`config.mk`:
```
export PLATFORM = sky130hd
export DESIGN_NAME = reset_sequencer_flat
export DESIGN_NICKNAME = d
export VERILOG_FILES = /design/src/rtl/reset_sequencer_pkg.sv /design/src/rtl/reset_sequencer_if.sv /design/src/rtl/reset_sequencer_lock_qualifier.sv /design/src/rtl/reset_sequencer.sv /design/src/flat_wrapper.sv
export SDC_FILE = /design/constraint.sdc
export NUM_CORES = 1
export LEC_CHECK = 0
export CORE_MARGIN = 2
export CORE_UTILIZATION = 60
export CTS_BUF_LIST = sky130_fd_sc_hd__clkbuf_4
export DETAILED_ROUTE_END_ITERATION = 6
export PLACE_DENSITY = 0.93
export RECOVER_POWER = 25
export SKIP_LAST_GASP = 1
export SLEW_MARGIN = 10
export SYNTH_ARGS = -nofsm -noshare
export SYNTH_HDL_FRONTEND = slang
export SYNTH_SLANG_ARGS = --single-unit
```
`constraint.sdc`:
```
create_clock -name clk -period 2.01 [get_ports clk]
set_input_delay 0.402 -clock clk [delete_from_list [all_inputs] [get_ports clk]]
set_output_delay 0.402 -clock clk [all_outputs]
set_load 0.02 [all_outputs]
```
`src/rtl/reset_sequencer_pkg.sv`:
```
// Shared types and constants for the power-on / reset sequencer.
package reset_sequencer_pkg;

  typedef enum logic [1:0] {
    WAIT_LOCK,
    POR,
    STAGE,
    RUN
  } seq_state_e;

  localparam logic [7:0] LOST_CNT_MAX = 8'hFF;

  function automatic logic [7:0] sat_inc(input logic [7:0] value);
    return (value == LOST_CNT_MAX) ? value : value + 8'd1;
  endfunction

endpackage

```
`src/rtl/reset_sequencer_if.sv`:
```
// Control/status bundle between the sequencer and the board top level.
interface reset_sequencer_if #(
  parameter int N_CHAN = 2
);

  logic              locked;
  logic              soft_rst_req;
  logic [N_CHAN-1:0] rst_out;
  logic              ready;
  logic [7:0]        lock_lost_cnt;

  modport master (
    output locked,
    output soft_rst_req,
    input  rst_out,
    input  ready,
    input  lock_lost_cnt
  );

  modport slave (
    input  locked,
    input  soft_rst_req,
    output rst_out,
    output ready,
    output lock_lost_cnt
  );

endinterface

```
`src/rtl/reset_sequencer_lock_qualifier.sv`:
```
// Synchronises an asynchronous status bit and qualifies it after a run of
// consecutive high samples; any low sample drops the qualification at once.
module reset_sequencer_lock_qualifier #(
  parameter int SYNC_STAGES = 2,
  parameter int LOCK_FILTER = 8
) (
  input  logic clk,
  input  logic rst,
  input  logic i_async,
  output logic o_ok
);

  localparam int FW = $clog2(LOCK_FILTER) + 1;

  logic [SYNC_STAGES-1:0] r_sync;
  logic [FW-1:0]          r_filt_cnt;
  logic                   r_ok;
  logic                   w_sync;

  assign w_sync = r_sync[SYNC_STAGES-1];

  // NOTE: sequential state uses non-blocking assignments so every flop samples pre-edge values.
  always_ff @(posedge clk) begin
    if (rst) begin
      r_sync <= '0;
    end else begin
      r_sync <= {r_sync[SYNC_STAGES-2:0], i_async};
    end
  end

  always_ff @(posedge clk) begin
    if (rst || !w_sync) begin
      r_filt_cnt <= '0;
      r_ok       <= 1'b0;
    end else if (!r_ok) begin
      if (r_filt_cnt == FW'(LOCK_FILTER - 1)) begin
        r_ok <= 1'b1;
      end else begin
        r_filt_cnt <= r_filt_cnt + FW'(1);
      end
    end
  end

  // Loss is unfiltered: a low synchronised sample kills o_ok in that cycle.
  assign o_ok = r_ok & w_sync;

endmodule

```
`src/rtl/reset_sequencer.sv`:
```
// Power-on reset sequencer: waits for qualified PLL lock, holds a POR delay,
// then releases the reset domains one at a time, lowest index first.
module reset_sequencer
  import reset_sequencer_pkg::*;
#(
  parameter int N_CHAN       = 2,
  parameter int POR_CYCLES   = 1023,
  parameter int STAGE_CYCLES = 16,
  parameter int LOCK_FILTER  = 8,
  parameter int SYNC_STAGES  = 2
) (
  input  logic             clk,
  input  logic             rst,
  reset_sequencer_if.slave bus
);

  localparam int PW = $clog2(POR_CYCLES) + 1;
  localparam int SW = $clog2(STAGE_CYCLES) + 1;
  localparam int IW = $clog2(N_CHAN) + 1;

  logic              w_lock_ok;

  seq_state_e        r_state,     w_state_nxt;
  logic [PW-1:0]     r_por_cnt,   w_por_cnt_nxt;
  logic [SW-1:0]     r_stage_cnt, w_stage_cnt_nxt;
  logic [IW-1:0]     r_stage_idx, w_stage_idx_nxt;
  logic [N_CHAN-1:0] r_rst_out,   w_rst_out_nxt;
  logic              r_ready,     w_ready_nxt;
  logic [7:0]        r_lost_cnt,  w_lost_cnt_nxt;

  reset_sequencer_lock_qualifier #(
    .SYNC_STAGES (SYNC_STAGES),
    .LOCK_FILTER (LOCK_FILTER)
  ) u_lock_qualifier (
    .clk     (clk),
    .rst     (rst),
    .i_async (bus.locked),
    .o_ok    (w_lock_ok)
  );

  // NOTE: every next-state variable gets a default first, so no path infers a latch.
  always_comb begin
    w_state_nxt     = r_state;
    w_por_cnt_nxt   = r_por_cnt;
    w_stage_cnt_nxt = r_stage_cnt;
    w_stage_idx_nxt = r_stage_idx;
    w_rst_out_nxt   = r_rst_out;
    w_ready_nxt     = r_ready;
    w_lost_cnt_nxt  = r_lost_cnt;

    // Lock loss outranks a simultaneous software request.
    if (r_state != WAIT_LOCK && !w_lock_ok) begin
      w_state_nxt    = WAIT_LOCK;
      w_rst_out_nxt  = '1;
      w_ready_nxt    = 1'b0;
      w_lost_cnt_nxt = sat_inc(r_lost_cnt);
    end else if (r_state != WAIT_LOCK && bus.soft_rst_req) begin
      w_state_nxt   = POR;
      w_por_cnt_nxt = '0;
      w_rst_out_nxt = '1;
      w_ready_nxt   = 1'b0;
    end else begin
      unique case (r_state)
        WAIT_LOCK: begin
          w_rst_out_nxt = '1;
          w_ready_nxt   = 1'b0;
          if (w_lock_ok) begin
            w_state_nxt   = POR;
            w_por_cnt_nxt = '0;
          end
        end
        POR: begin
          if (r_por_cnt == PW'(POR_CYCLES - 1)) begin
            w_rst_out_nxt[0] = 1'b0;
            if (N_CHAN == 1) begin
              w_state_nxt = RUN;
              w_ready_nxt = 1'b1;
            end else begin
              w_state_nxt     = STAGE;
              w_stage_idx_nxt = IW'(1);
              w_stage_cnt_nxt = '0;
            end
          end else begin
            w_por_cnt_nxt = r_por_cnt + PW'(1);
          end
        end
        STAGE: begin
          if (r_stage_cnt == SW'(STAGE_CYCLES - 1)) begin
            w_rst_out_nxt   = r_rst_out & ~(N_CHAN'(1) << r_stage_idx);
            w_stage_cnt_nxt = '0;
            if (r_stage_idx == IW'(N_CHAN - 1)) begin
              w_state_nxt = RUN;
              w_ready_nxt = 1'b1;
            end else begin
              w_stage_idx_nxt = r_stage_idx + IW'(1);
            end
          end else begin
            w_stage_cnt_nxt = r_stage_cnt + SW'(1);
          end
        end
        RUN: begin
          w_rst_out_nxt = '0;
          w_ready_nxt   = 1'b1;
        end
        default: begin
          w_state_nxt = WAIT_LOCK;
        end
      endcase
    end
  end

  always_ff @(posedge clk) begin
    if (rst) begin
      r_state     <= WAIT_LOCK;
      r_por_cnt   <= '0;
      r_stage_cnt <= '0;
      r_stage_idx <= '0;
      r_rst_out   <= '1;
      r_ready     <= 1'b0;
      r_lost_cnt  <= '0;
    end else begin
      r_state     <= w_state_nxt;
      r_por_cnt   <= w_por_cnt_nxt;
      r_stage_cnt <= w_stage_cnt_nxt;
      r_stage_idx <= w_stage_idx_nxt;
      r_rst_out   <= w_rst_out_nxt;
      r_ready     <= w_ready_nxt;
      r_lost_cnt  <= w_lost_cnt_nxt;
    end
  end

  assign bus.rst_out       = r_rst_out;
  assign bus.ready         = r_ready;
  assign bus.lock_lost_cnt = r_lost_cnt;

endmodule

```
`src/flat_wrapper.sv`:
```
// flat-port wrapper written by rule: the top's interface ports become plain ports
module reset_sequencer_flat import reset_sequencer_pkg::*;
#(
  parameter int N_CHAN       = 2,
  parameter int POR_CYCLES   = 1023,
  parameter int STAGE_CYCLES = 16,
  parameter int LOCK_FILTER  = 8,
  parameter int SYNC_STAGES  = 2
)
  (clk, rst, bus_locked, bus_soft_rst_req, bus_rst_out, bus_ready, bus_lock_lost_cnt);
  reset_sequencer_if #(.N_CHAN(N_CHAN)) bus_i ();
  input  logic clk;
  input  logic rst;
  input wire logic [$bits(bus_i.locked)-1:0] bus_locked;
  input wire logic [$bits(bus_i.soft_rst_req)-1:0] bus_soft_rst_req;
  output wire logic [$bits(bus_i.rst_out)-1:0] bus_rst_out;
  output wire logic [$bits(bus_i.ready)-1:0] bus_ready;
  output wire logic [$bits(bus_i.lock_lost_cnt)-1:0] bus_lock_lost_cnt;
  assign bus_i.locked = bus_locked;
  assign bus_i.soft_rst_req = bus_soft_rst_req;
  assign bus_rst_out = bus_i.rst_out;
  assign bus_ready = bus_i.ready;
  assign bus_lock_lost_cnt = bus_i.lock_lost_cnt;
  reset_sequencer #(.N_CHAN(N_CHAN), .POR_CYCLES(POR_CYCLES), .STAGE_CYCLES(STAGE_CYCLES), .LOCK_FILTER(LOCK_FILTER), .SYNC_STAGES(SYNC_STAGES)) u_core (.clk(clk), .rst(rst), .bus(bus_i));
endmodule
```
# [Word level (Yosys, flattened, before mapping)]
# Cells that the tools add are included.
[word_totals] register_bits=38
[classes] shift=1 n_reduce_logical=24 mux=26 add_sub_neg=5 n_eq_ne=18 bitwise=8
[ops] operator="$mux W11" count=3
[ops] operator="$pmux W11 S2" count=1
[ops] operator="$mux W2" count=8
[ops] operator="$ne A3 B1 Y1 const B" count=4
[ops] operator="$add A11 B1 Y11 const B" count=1
[ops] operator="$eq A11 B10 Y1 const B" count=1
[ops] operator="$mux W5" count=2
[ops] operator="$pmux W5 S2" count=1
[ops] operator="$reduce_and A5 Y1" count=2
[ops] operator="$reduce_bool A3 Y1" count=3
[ops] operator="$add A8 B1 Y8 const B" count=1
[ops] operator="$eq A8 B8 Y1 const B" count=1
[ops] operator="$ne A2 B1 Y1 const B" count=4
[ops] operator="$reduce_and A2 Y1" count=4
[ops] operator="$reduce_and A4 Y1" count=2
[ops] operator="$mux W1" count=6
[ops] operator="$pmux W1 S3" count=2
[ops] operator="$pmux W2 S3" count=1
[ops] operator="$reduce_and A6 Y1" count=1
[ops] operator="$add A5 B1 Y5 const B" count=1
[ops] operator="$eq A5 B4 Y1 const B" count=1
[ops] operator="$not A1 Y1" count=5
[ops] operator="$add A4 B1 Y4 const B" count=1
[ops] operator="$eq A2 B1 Y1 const B" count=2
[ops] operator="20 further kinds" count=24

# [Longest topological paths before layout]
[logic_depth] ltp_word=5 mapped_depth=8 mapped_depth_nobuf=7

# [Modules after synthesis]
# From an unflattened synthesis, not the netlist that was laid out.
[unflattened] hier_cells=244 area_unflattened_um2=2001.9
[modules_own_cells] module="reset_sequencer" n_inst=1 seq_area_each_um2=620.6 cells_per_inst=214 area_each_um2=1720.4
[modules_own_cells] module="reset_sequencer_lock_qualifier" n_inst=1 seq_area_each_um2=140.1 cells_per_inst=30 area_each_um2=281.5

# [Worst setup path before layout]
# No wires, ideal clock.
[synth_timing] path_kind="reg-to-reg" from="register u_core.r_state[0]" to="register u_core.r_state[0]" arrival_ns=1.589 t_required_ns=1.898 stages_incl_launch_ff=8 path_buffers=0 synth_period_minus_slack_ns=1.701 slack_ns=0.309 path_cell_list="dfxtp_1 inv_1 ha_1 inv_1 a21oi_2 a221oi_2 a21oi_1 a2111oi_1"
[synth_via] elab_chain_len=4 elab_cells_between_ends=15 cone_classes="6 x eq/ne; 2 x mux; 7 x reduce/logical"
[synth_lines] item="start: declaration" line_no="reset_sequencer.sv:23" text="seq_state_e r_state, w_state_nxt;"
[synth_lines] item="start signal: assignment" line_no="reset_sequencer.sv:122" text="r_state <= w_state_nxt;"
[synth_lines] item="$reduce_bool A2 Y1" line_no="reset_sequencer.sv:52, reset_sequencer.sv:57"
[synth_lines] item="$logic_and A1 B1 Y1" line_no="reset_sequencer.sv:57" text="end else if (r_state != WAIT_LOCK && bus.soft_rst_req) begin"
[synth_lines] item="$ne A3 B1 Y1 (no source line) or $reduce_bool A4 Y1 (tied branches)"
[synth_lines] item="$reduce_and A5 Y1 (no source line)"
# Parallel ways exist; a longest one is shown, timed or not.
# A chain may end at the register's enable or synchronous reset.

# [Worst setup path in the final report]
[layout_timing] from="register u_core.r_lost_cnt[2], in the netlist u_core.bus.lock_lost_cnt[2]" to="output port bus_lock_lost_cnt[2]"
[layout_rtl] item="start: declaration" line_no="reset_sequencer.sv:29" text="logic [7:0] r_lost_cnt, w_lost_cnt_nxt;"
[layout_rtl] item="start signal: assignment" line_no="reset_sequencer.sv:128" text="r_lost_cnt <= w_lost_cnt_nxt;"
[layout_rtl] item="end: declaration" line_no="flat_wrapper.sv:18" text="output wire logic [$bits(bus_i.lock_lost_cnt)-1:0] bus_lock_lost_cnt;"
# No word-level cell between the ends.

==> impl_results.html <==
<table>
<tr><th>Metric</th><th>Value</th></tr>
<tr><th colspan="2">Timing</th></tr>
<tr><td>Final Max Slew Viols</td><td>0</td></tr>
<tr><td>Clock Skew</td><td>0.008468 ns</td></tr>
<tr><td>Slew @ Worst Pin</td><td>0.5205 ns</td></tr>
<tr><td>Setup-violating endpoint count in the final report</td><td>0</td></tr>
<tr><td>Normalized max-slew margin</td><td>0.6521</td></tr>
<tr><td>Final Hold Slack</td><td>0.4703 ns</td></tr>
<tr><td>Highest achievable clock rate</td><td>0.5236 GHz</td></tr>
<tr><td>Count of final hold-check violations</td><td>0</td></tr>
<tr><td>Crit path setup slack, layout</td><td>0.1001 ns</td></tr>
<tr><td>Final critical-path share of the clock period</td><td>0.9502</td></tr>
<tr><td>Final period demand of the worst path</td><td>1.910 ns</td></tr>
<tr><td>Accumulated negative setup slack</td><td>0 ns</td></tr>
<tr><td>Setup repair after global routing missed its margin</td><td>true</td></tr>
<tr><th colspan="2">Synth</th></tr>
<tr><td>Mean area per synthesized cell</td><td>8.377 µm²</td></tr>
<tr><td>Count of synthesis-stage warnings from yosys</td><td>0</td></tr>
<tr><td>Number of instances in the synthesized netlist</td><td>236</td></tr>
<tr><td>Yosys top cell by area</td><td>sky130_fd_sc_hd__dfxtp_1</td></tr>
<tr><td>Register area share after synthesis</td><td>0.3848</td></tr>
<tr><td>Share of synthesized registers carrying an async set or reset</td><td>0</td></tr>
<tr><td>Synthesized netlist net count</td><td>252</td></tr>
<tr><td>Area share of the largest cell type after synthesis</td><td>0.3848</td></tr>
<tr><td>Leading post-synthesis cells by cell area</td><td>sky130_fd_sc_hd__dfxtp_1 38%, sky130_fd_sc_hd__ha_1 7.6%, sky130_fd_sc_hd__nor2_1 5.1%</td></tr>
<tr><td>Count of cell types in the netlist</td><td>48</td></tr>
<tr><td>Syn Std Cell Area</td><td>1977 µm²</td></tr>
<tr><td>Number of enable-type register cells in the synthesized netlist</td><td>0</td></tr>
<tr><td>Most used DFF post-synth</td><td>sky130_fd_sc_hd__dfxtp_1</td></tr>
<tr><td>Number of synthesized register bits</td><td>38</td></tr>
<tr><th colspan="2">Placed design</th></tr>
<tr><td>Post-DP HPWL</td><td>3078 µm</td></tr>
<tr><td>Post-place setup slack</td><td>0.03722 ns</td></tr>
<tr><td>Total of buffers placed on input and output ports</td><td>14</td></tr>
<tr><td>Gpl congestion</td><td>0.8339</td></tr>
<tr><th colspan="2">Power</th></tr>
<tr><td>Areal power density over the cells</td><td>649.6 nW/µm²</td></tr>
<tr><td>Maximum resistive drop on vdd</td><td>0.4977 mV</td></tr>
<tr><td>Leakage component of the power</td><td>0.8382 nW</td></tr>
<tr><th colspan="2">Die</th></tr>
<tr><td>Number of cell rows</td><td>20</td></tr>
<tr><td>Die W</td><td>61.40 µm</td></tr>
<tr><td>Vertical die dimension</td><td>61.40 µm</td></tr>
<tr><td>Die Area</td><td>3770 µm²</td></tr>
<tr><td>Core area</td><td>3103 µm²</td></tr>
<tr><td>Starting density of the core</td><td>0.6371</td></tr>
<tr><td>Number of primary I/O pins</td><td>15</td></tr>
<tr><th colspan="2">Global route</th></tr>
<tr><td>Vias in the first global route</td><td>1756</td></tr>
<tr><td>Pin count of the biggest net entering global routing</td><td>22</td></tr>
<tr><td>First-pass GRT wire length</td><td>7403 µm</td></tr>
<tr><td>Total routing resource utilization after global routing</td><td>0.2668</td></tr>
<tr><td>Antenna violations before repair</td><td>0</td></tr>
<tr><td>Total congestion overflow after global routing</td><td>0</td></tr>
<tr><th colspan="2">Critical path</th></tr>
<tr><td>Type of element launching the critical path</td><td>register</td></tr>
<tr><td>Stages on the worst setup path</td><td>1</td></tr>
<tr><td>Worst Path Arrival</td><td>1.51 ns</td></tr>
<tr><td>Path depth of the worst reg2reg path</td><td>7</td></tr>
<tr><td>CP Max Fanout</td><td>7</td></tr>
<tr><td>Slowest stage delay, CP</td><td>0.67 ns</td></tr>
<tr><td>Buffers plus inverters on the worst setup path</td><td>1</td></tr>
<tr><td>Delay-heaviest family, CP</td><td>buffers and inverters</td></tr>
<tr><td>Slowest cell on the critical path</td><td>sky130_fd_sc_hd__clkdlybuf4s50_1</td></tr>
<tr><td>Worst EP required</td><td>1.61 ns</td></tr>
<tr><td>Endpoint class of the critical path</td><td>primary output</td></tr>
<tr><td>Critical path start-end classification</td><td>register to primary output</td></tr>
<tr><td>Cell Chain, Critical Path</td><td>clkdlybuf4s50_1</td></tr>
<tr><th colspan="2">Routing</th></tr>
<tr><td>First DRT Iteration DRCs</td><td>125</td></tr>
<tr><td>Via density per instance</td><td>6.059</td></tr>
<tr><td>Total Wirelength</td><td>4426 µm</td></tr>
<tr><td>Post-route ant nets</td><td>0</td></tr>
<tr><td>DR DRC count</td><td>0</td></tr>
<tr><td>Routed length per instance</td><td>14.51 µm</td></tr>
<tr><td>Number of vias after detailed routing</td><td>1848</td></tr>
<tr><td>1st-pass router iterations</td><td>4</td></tr>
<tr><th colspan="2">Worst hold path</th></tr>
<tr><td>Hold WC Path Type</td><td>register to register</td></tr>
<tr><td>Cells on Worst Hold Path</td><td>1</td></tr>
<tr><th colspan="2">Clock tree</th></tr>
<tr><td>Worst-Skew Late Latency</td><td>0.36 ns</td></tr>
<tr><td>Maximum count of clock buffers along a single path</td><td>2</td></tr>
<tr><td>Hold bufs inserted after CTS</td><td>0</td></tr>
<tr><td>CTS tree</td><td>built</td></tr>
<tr><td>Clock buffer count from CTS</td><td>5</td></tr>
<tr><td>Deepest level of the CTS H-tree</td><td>2</td></tr>
<tr><td>Sink Count</td><td>38</td></tr>
<tr><td>Clock slew at the register clock pins of the worst setup and hold paths</td><td>0.11 ns</td></tr>
<tr><td>Root Driver</td><td>sky130_fd_sc_hd__clkbuf_4</td></tr>
<tr><th colspan="2">Job</th></tr>
<tr><td>Count of max-cap constraint violations</td><td>0</td></tr>
<tr><th colspan="2">Layout</th></tr>
<tr><td>Number of nets in the layout</td><td>277</td></tr>
<tr><td>Diode count</td><td>0</td></tr>
<tr><td>Highest-count cells in the layout ignoring fill and taps</td><td>36 x sky130_fd_sc_hd__dfxtp_1, 27 x sky130_fd_sc_hd__nor2_1, 23 x sky130_fd_sc_hd__nand2_1, 18 x sky130_fd_sc_hd__a21oi_1, 15 x sky130_fd_sc_hd__o21ai_0</td></tr>
<tr><td>Layout overhead on the synthesized area</td><td>16.46%</td></tr>
<tr><td>Most frequent standard cell in the layout excluding fill and tap cells</td><td>sky130_fd_sc_hd__dfxtp_1</td></tr>
<tr><td>Proportion of layout cells with a drive suffix above 1</td><td>0.09195</td></tr>
<tr><th colspan="2">Run status</th></tr>
<tr><td>Result of the run</td><td>finished, final reports clean</td></tr>
</table>
-- registers in the layout (all words and copies together), names as in the netlist --
| name | cells |
|---|---|
| u_core.r_state | 2 |
| u_core.r_por_cnt | 11 |
| u_core.bus.ready | 1 |
| u_core.u_lock_qualifier.r_filt_cnt | 4 |
| u_core.u_lock_qualifier.r_ok | 1 |
| u_core.u_lock_qualifier.r_sync | 2 |
| u_core.bus.lock_lost_cnt | 8 |
| u_core.r_stage_cnt | 5 |
| u_core.bus.rst_out | 2 |
| u_core.r_stage_idx | 2 |
-- repair_timing --
action,in CTS,in global routing
buffers inserted,0,0
setup endpoints to repair,0,8
gates resized for setup,0,5
-- worst paths after layout --
check / slack (ns) / end / from
max: 0.10 / bus_lock_lost_cnt[2] / u_core.bus.lock_lost_cnt[2]
min: 0.47 / u_core.u_lock_qualifier.r_sync[1] / u_core.u_lock_qualifier.r_sync[0]
max reg2reg: 0.14 / u_core.r_state[0] / u_core.r_state[0]
min reg2reg: 0.47 / u_core.u_lock_qualifier.r_sync[1] / u_core.u_lock_qualifier.r_sync[0]
-- layout make-up --
type / instances / area (µm²)
Clock buffer: 5 / 37.54
Clock inverter: 2 / 33.78
Inverter: 9 / 33.78
Timing Repair Buffer: 24 / 215.2
Fill cell: 259 / 800.8
Sequential cell: 38 / 763.2
Tap cell: 44 / 55.05
Multi-Input combinational cell: 183 / 1164
-- per-layer routing --
metal	share of wire	GRT usage
met5	0	0
met4	0.021	0.1064
met3	0.057	0.08824
met2	0.48	0.4377
met1	0.44	0.3246
-- kinds of logic after synthesis --
kind of cell	Yosys count	synth area share
mux	2	0.01076
simple gates	100	0.2646
buf+inv	15	0.02974
fa+ha+maj	12	0.07595
compound gates	59	0.1899
xor+xnor	10	0.04430
flops	38	0.3848
-- report_power, final --
group	leakage (nW)	switching [mW]	total, mW	internal (mW)
Sequential	0.308	0.0166	0.785	0.769
Combinational	0.492	0.125	0.210	0.0849
Clock	0.0387	0.249	0.500	0.251
Total	0.838	0.391	1.50	1.10
-- metrics by stage --
step / utilization / cell area (µm²) / total power [mW] / instances
4_1_cts: 0.7391 / 2293 / 1.497 / 305
6_report: 0.7419 / 2302 / 1.495 / 305
5_1_grt: 0.7419 / 2302 / 1.561 / 305
3_5_place_dp: 0.7161 / 2222 / 1.005 / 298
3_3_place_gp: 0.7161 / 2222 / 0.9969 / 298
2_1_floorplan: - / 1977 / 0.9338 / 236
-- synthesized netlist by cell type, types with 2 or more instances --
master	instances
sky130_fd_sc_hd__nand3_1	11
sky130_fd_sc_hd__o21a_1	3
sky130_fd_sc_hd__a31oi_1	4
sky130_fd_sc_hd__nand4_1	9
sky130_fd_sc_hd__inv_1	9
sky130_fd_sc_hd__or3_1	2
sky130_fd_sc_hd__clkbuf_1	3
sky130_fd_sc_hd__nand2b_1	2
sky130_fd_sc_hd__dfxtp_1	38
sky130_fd_sc_hd__buf_2	2
sky130_fd_sc_hd__nand2_1	23
sky130_fd_sc_hd__a21oi_1	18
sky130_fd_sc_hd__nor2_1	27
sky130_fd_sc_hd__o311ai_0	2
sky130_fd_sc_hd__and3_1	2
sky130_fd_sc_hd__xor2_1	5
sky130_fd_sc_hd__nand4b_1	3
sky130_fd_sc_hd__o21ai_0	15
sky130_fd_sc_hd__nor3_1	3
sky130_fd_sc_hd__a21boi_0	2
sky130_fd_sc_hd__ha_1	12
sky130_fd_sc_hd__o31ai_1	4
sky130_fd_sc_hd__xnor2_1	5
sky130_fd_sc_hd__nor2b_1	8
(Power assumes the default switching activity.)
